File: src/rtl/kd_pkg.sv
`default_nettype none
// ============================================================================
// Module   : kd_pkg
// Purpose  : Shared widths and FSM state encoding for the nearest-center
//            selection block of the kd-tree clustering pipeline.
// Revision : 1.0 - initial release
// ============================================================================
package kd_pkg;

  localparam int DIST_W = 40;             // scaled total squared distance
  localparam int N_W    = 7;              // center point count (max_n = 100)
  localparam int ID_W   = 4;              // center identifier
  localparam int N2_W   = 2 * N_W;        // n^2
  localparam int PROD_W = DIST_W + N2_W;  // dist * n^2, never truncated

  typedef enum logic [2:0] {
    ST_ACCEPT = 3'd0,
    ST_SQR    = 3'd1,
    ST_MUL    = 3'd2,
    ST_CMP    = 3'd3,
    ST_EMIT   = 3'd4
  } state_t;

endpackage
`default_nettype wire

File: src/rtl/nc_cross_mul.sv
`default_nettype none
// ============================================================================
// Module   : nc_cross_mul
// Purpose  : Two registered stages that square the point counts and then form
//            the cross products pc = cand_dist*best_n^2, pb = best_dist*cand_n^2,
//            so candidates can be ranked without dividing by n^2.
// Revision : 1.0 - initial release
// ============================================================================
module nc_cross_mul
  import kd_pkg::*;
(
  input  logic              clk,
  input  logic              rst_n,
  input  logic              sqr_en,
  input  logic              mul_en,
  input  logic [DIST_W-1:0] cand_dist,
  input  logic [N_W-1:0]    cand_n,
  input  logic [DIST_W-1:0] best_dist,
  input  logic [N_W-1:0]    best_n,
  output logic [PROD_W-1:0] pc,
  output logic [PROD_W-1:0] pb
);

  logic [N2_W-1:0]   r_cn2;
  logic [N2_W-1:0]   r_bn2;
  logic [PROD_W-1:0] r_pc;
  logic [PROD_W-1:0] r_pb;

  // Squaring stage: both counts squared at full 2*N_W width
  always_ff @(posedge clk or negedge rst_n) begin
    if (!rst_n) begin
      r_cn2 <= '0;
      r_bn2 <= '0;
    end else if (sqr_en) begin
      r_cn2 <= N2_W'(cand_n) * N2_W'(cand_n);
      r_bn2 <= N2_W'(best_n) * N2_W'(best_n);
    end
  end

  // Cross-product stage: operands widened first so nothing wraps
  always_ff @(posedge clk or negedge rst_n) begin
    if (!rst_n) begin
      r_pc <= '0;
      r_pb <= '0;
    end else if (mul_en) begin
      r_pc <= PROD_W'(cand_dist) * PROD_W'(r_bn2);
      r_pb <= PROD_W'(best_dist) * PROD_W'(r_cn2);
    end
  end

  assign pc = r_pc;
  assign pb = r_pb;

endmodule
`default_nettype wire

File: src/rtl/nearest_center_select.sv
`default_nettype none
// ============================================================================
// Module   : nearest_center_select
// Purpose  : Sequentially ranks candidate centers for one point by
//            cross-multiplied scaled distance and emits the nearest one.
//            One candidate per 4 cycles; result 3 cycles after the last one.
// Revision : 1.0 - initial release
// ============================================================================
module nearest_center_select
  import kd_pkg::*;
(
  input  logic              clk,
  input  logic              rst_n,
  input  logic              cand_valid,
  output logic              cand_ready,
  input  logic [DIST_W-1:0] cand_dist,
  input  logic [N_W-1:0]    cand_n,
  input  logic [ID_W-1:0]   cand_id,
  input  logic              cand_last,
  output logic              res_valid,
  input  logic              res_ready,
  output logic [ID_W-1:0]   res_id,
  output logic [DIST_W-1:0] res_dist,
  output logic [N_W-1:0]    res_n,
  output logic              res_none
);

  state_t r_state;
  state_t w_next;

  logic [DIST_W-1:0] r_cand_dist;
  logic [N_W-1:0]    r_cand_n;
  logic [ID_W-1:0]   r_cand_id;
  logic              r_cand_last;

  logic [DIST_W-1:0] r_best_dist;
  logic [N_W-1:0]    r_best_n;
  logic [ID_W-1:0]   r_best_id;
  logic              r_have_best;

  logic [PROD_W-1:0] w_pc;
  logic [PROD_W-1:0] w_pb;
  logic              w_take;
  logic              w_cand_hs;
  logic              w_res_hs;

  assign w_cand_hs = (r_state == ST_ACCEPT) && cand_valid;
  assign w_res_hs  = (r_state == ST_EMIT) && res_ready;
  // Zero-count centers are empty and never win; strict < keeps the earlier on ties
  assign w_take    = (r_cand_n != '0) && (!r_have_best || (w_pc < w_pb));

  nc_cross_mul u_cross_mul (
    .clk       (clk),
    .rst_n     (rst_n),
    .sqr_en    (r_state == ST_SQR),
    .mul_en    (r_state == ST_MUL),
    .cand_dist (r_cand_dist),
    .cand_n    (r_cand_n),
    .best_dist (r_best_dist),
    .best_n    (r_best_n),
    .pc        (w_pc),
    .pb        (w_pb)
  );

  // State register
  always_ff @(posedge clk or negedge rst_n) begin
    if (!rst_n) r_state <= ST_ACCEPT;
    else        r_state <= w_next;
  end

  // Next-state logic
  always_comb begin
    w_next = r_state;
    unique case (r_state)
      ST_ACCEPT: if (cand_valid) w_next = ST_SQR;
      ST_SQR:    w_next = ST_MUL;
      ST_MUL:    w_next = ST_CMP;
      ST_CMP:    w_next = r_cand_last ? ST_EMIT : ST_ACCEPT;
      ST_EMIT:   if (res_ready) w_next = ST_ACCEPT;
      default:   w_next = ST_ACCEPT;
    endcase
  end

  // Output decode: result fields are only presented while emitting
  always_comb begin
    cand_ready = (r_state == ST_ACCEPT);
    res_valid  = (r_state == ST_EMIT);
    res_id     = '0;
    res_dist   = '0;
    res_n      = '0;
    res_none   = 1'b0;
    if (r_state == ST_EMIT) begin
      res_id   = r_best_id;
      res_dist = r_best_dist;
      res_n    = r_best_n;
      res_none = !r_have_best;
    end
  end

  // Candidate capture on the input handshake
  always_ff @(posedge clk or negedge rst_n) begin
    if (!rst_n) begin
      r_cand_dist <= '0;
      r_cand_n    <= '0;
      r_cand_id   <= '0;
      r_cand_last <= 1'b0;
    end else if (w_cand_hs) begin
      r_cand_dist <= cand_dist;
      r_cand_n    <= cand_n;
      r_cand_id   <= cand_id;
      r_cand_last <= cand_last;
    end
  end

  // Running best: updated in CMP, cleared once the result is consumed
  always_ff @(posedge clk or negedge rst_n) begin
    if (!rst_n) begin
      r_best_dist <= '0;
      r_best_n    <= '0;
      r_best_id   <= '0;
      r_have_best <= 1'b0;
    end else if (w_res_hs) begin
      r_best_dist <= '0;
      r_best_n    <= '0;
      r_best_id   <= '0;
      r_have_best <= 1'b0;
    end else if ((r_state == ST_CMP) && w_take) begin
      r_best_dist <= r_cand_dist;
      r_best_n    <= r_cand_n;
      r_best_id   <= r_cand_id;
      r_have_best <= 1'b1;
    end
  end

endmodule
`default_nettype wire

File: config.mk
export PLATFORM = sky130hd
export DESIGN_NAME = nearest_center_select
export DESIGN_NICKNAME = d
export VERILOG_FILES = /design/src/rtl/kd_pkg.sv /design/src/rtl/nc_cross_mul.sv /design/src/rtl/nearest_center_select.sv
export SDC_FILE = /design/constraint.sdc
export NUM_CORES = 2
export LEC_CHECK = 0
export CAP_MARGIN = 20
export CORE_AREA = 2 2 307 309
export CTS_CLUSTER_SIZE = 28
export DETAILED_ROUTE_END_ITERATION = 8
export DIE_AREA = 0 0 309 311
export PLACE_DENSITY = 0.66
export SYNTH_ARGS = -nofsm -noshare
export SYNTH_HDL_FRONTEND = slang
export SYNTH_SLANG_ARGS = --single-unit
File: constraint.sdc
create_clock -name clk -period 8.42 [get_ports clk]
set_input_delay 1.684 -clock clk [delete_from_list [all_inputs] [get_ports clk]]
set_output_delay 1.684 -clock clk [all_outputs]
set_load 0.05 [all_outputs]
==> impl_metrics.ini <==
[worst_setup_path]
path_common_cell = fa_1
path_cells = buf_4 -> nand2_1 -> fa_1 -> inv_1 -> fa_1 -> fa_1 -> fa_1 -> fa_1 -> inv_1 -> fa_1 -> inv_1 -> ha_1 -> o21ai_0 -> o21bai_1 -> o21ai_1 -> a21oi_1 -> a311o_1 -> o21ai_2 -> o31ai_1 -> a41oi_1 -> xor2_1 -> o21ai_1
worstPathMaxFanout = 24
rr_endpoint = u_cross_mul.pc[47]
crit_buf_inv = 4
r2r_start = u_cross_mul.r_bn2[9]
worstSetupPathType = register to register
worstSetupEndpointType = register
r2r_slack_ns = 1.22
arrival_ns = 7.65
crit_required_ns = 8.87
critPathSlowestCell = dfrtp_1
startpoint_type = register
path_delay_family = adder cells
r2r_cells = 22
cp_slowest_stage_delay_ns = 0.90
crit_cells = 22

[clock_tree]
htreeDepth = 1
cts_buffer_depth = 3
cts.reportedPaths.clkPinSlew_ns = 0.07
cts_made_buffers = 27
holdBufCountCts = 0
cts_resized = 0
cts_tree = built
post_cts_buffers = 0
clk_latency_ns = 0.60
cts_root_buf = clkbuf_16
clock_sinks = 241

[die]
start_util_pct = 49.64
pin_count = 110
die_area_um2 = 96100
dieHeight_um = 311
num_rows = 112
core_um2 = 92770
die_w_um = 309

[hold_path]
min_path_cells = 2
hold_start = u_cross_mul.pc[0]
hold_class = register to register
holdPathEnd = u_cross_mul.pc[0]

[route]
routedWlPerCell_um = 18.51
routed_wl_um = 116000
drc = 0
postRouteAntennaNets = 0
drtIter0Drc = 1941
vias = 33790
first_pass_iters = 6
via_per_inst = 5.393

[cells_and_area]
fin_nets = 6310
area_growth_pct = 6.649
most-common-layout-cells = nand2_1, inv_1, fa_1
layout_commonest_cell = nand2_1
drive_gt1_share_pct = 3.892

[synth]
synth-edff-count = 0
ys_types = 77
yosys.area.top_type_share_pct = 37.47
ys_async_sr_fraction_pct = 100.0
yosys_warnings = 0
netlist_area_um2 = 46050
syn_area_per_cell_um2 = 9.081
synthFlopType = dfrtp_1
ys_seq_elements = 241
synthTopCellsByArea = fa_1, dfrtp_1, ha_1
synth_cells = 5071
yosysSeqAreaShare_pct = 13.10
yosys.area.top_type = fa_1

[global_route]
grt_use_met3_pct = 3.664
globalRoute.busiestLayer = met2
globalRouteMet2Util_pct = 43.37
globalRouteMet1Util_pct = 33.41
grt_overflow = 0
antenna_found_initial = 1
grt_pass1_wl_um = 192400
grt_max_degree = 161
grt_pass1_vias = 36430
track_usage_pct = 25.17

[sta]
post-route-min-period_ns = 7.201
max_freq_mhz = 138.9
tightest_slew_ns = 1.102
period_share_pct = 85.52
slew_violations = 0
slew_headroom_pct = 26.55
setup_violations = 0
hold_viol_final = 0
finClkSkew_ns = 0.05066
fin_setup_tns_ns = 0
rsz0062_at_grt = no

[job]
cap_violations = 0

[outcome]
outcome = finished clean

[placed_design]
portBuffers = 109
gp_congestion = 0.8894
place_hpwl_um = 90010
cell type report:
class,count,area [um2]
fill,8599,43660
antenna,1,2.502
timing repair buffer,162,1523
tap,1254,1569
clock inverter,13,225.2
inverter,883,3314
sequential,241,6040
multi-input combinational,3676,35670
clock buffer,35,765.7
stage by stage:
step | hold WS, ns | cells | worst slack [ns] | area, um2 | utilization (%)
after floorplan | 0.4300 | 5078 | 2.210 | 46080 | -
after global placement | 0.4455 | 6214 | 1.410 | 48090 | 51.84
after detailed placement | 0.4583 | 6214 | 1.293 | 48090 | 51.84
after CTS | 0.4710 | 6262 | 1.265 | 49080 | 52.90
after global routing | 0.4965 | 6264 | 0.6927 | 49110 | 52.94
final | 0.4671 | 6265 | 1.219 | 49110 | 52.94
synth_stat cells, types with 4 or more instances:
| cell type | n |
|---|---|
| o21ai_1 | 12 |
| xor2_1 | 52 |
| mux2_2 | 59 |
| and3_1 | 11 |
| a41oi_1 | 4 |
| nand4_1 | 38 |
| o21ai_2 | 4 |
| and2_1 | 438 |
| inv_1 | 883 |
| nand3_1 | 33 |
| ha_1 | 401 |
| o21a_1 | 12 |
| a211oi_1 | 5 |
| o31ai_1 | 9 |
| buf_1 | 4 |
| or3_1 | 4 |
| a21oi_1 | 146 |
| nor3_1 | 18 |
| clkbuf_1 | 265 |
| nand2_1 | 907 |
| or4_1 | 5 |
| a21o_1 | 106 |
| o211ai_1 | 8 |
| fa_1 | 862 |
| nor2_1 | 112 |
| a21boi_0 | 7 |
| a31oi_1 | 12 |
| o21ai_0 | 158 |
| o21bai_1 | 39 |
| xnor2_1 | 69 |
| mux2i_1 | 53 |
| nand2b_1 | 13 |
| a221oi_1 | 5 |
| dfrtp_1 | 241 |
| buf_6 | 5 |
| nor2b_1 | 4 |
flip-flops by register name (all words and copies together), names as in the netlist:
register,count
r_have_best,1
u_cross_mul.r_cn2,13
r_cand_id,4
r_cand_last,1
r_best_n,7
r_best_id,4
r_best_dist,40
r_cand_dist,40
u_cross_mul.pc,54
u_cross_mul.r_bn2,13
r_state,3
r_cand_n,7
u_cross_mul.pb,54
layer usage:
metal  vias up  part of all wire [%]
li1      15370                     -
met1     17350                    43
met2       897                    49
met3       174                   5.4
met4         0                   2.4
met5         -                     0
how the worst max path moves through the flow:
| stage | startpoint | to | slack (ns) |
|---|---|---|---|
| 2_1_floorplan | u_cross_mul.r_cn2[5] | u_cross_mul.pb[50] | 2.21 |
| 3_3_place_gp | u_cross_mul.r_cn2[7] | u_cross_mul.pb[51] | 1.41 |
| 3_5_place_dp | u_cross_mul.r_bn2[9] | u_cross_mul.pc[47] | 1.29 |
| 4_1_cts | u_cross_mul.r_bn2[9] | u_cross_mul.pc[47] | 1.27 |
| 5_1_grt | u_cross_mul.r_bn2[9] | u_cross_mul.pc[47] | 0.69 |
| 6_report | u_cross_mul.r_bn2[9] | u_cross_mul.pc[47] | 1.22 |
cell families (layout without fill, tap and decap cells):
logic type	after synthesis	in the layout	synth area share [%]
simple gates	1602	1602	16.17
buf+inv	1161	1093	9.561
compound gates	570	570	7.896
other cells	1	9	0.008143
mux	112	112	2.595
flops	241	241	13.10
xor+xnor	121	121	2.301
fa+ha+maj	1263	1263	48.37
tightest hold or removal path: cells and delay by family (launching register included):
family           cells  cell delay (ns)
flip-flops           1             0.34
AND/OR/NAND/NOR      2             0.10
Power is not shown: default switching activity piles up to over one toggle a cycle in this logic, so the estimate is an artifact.
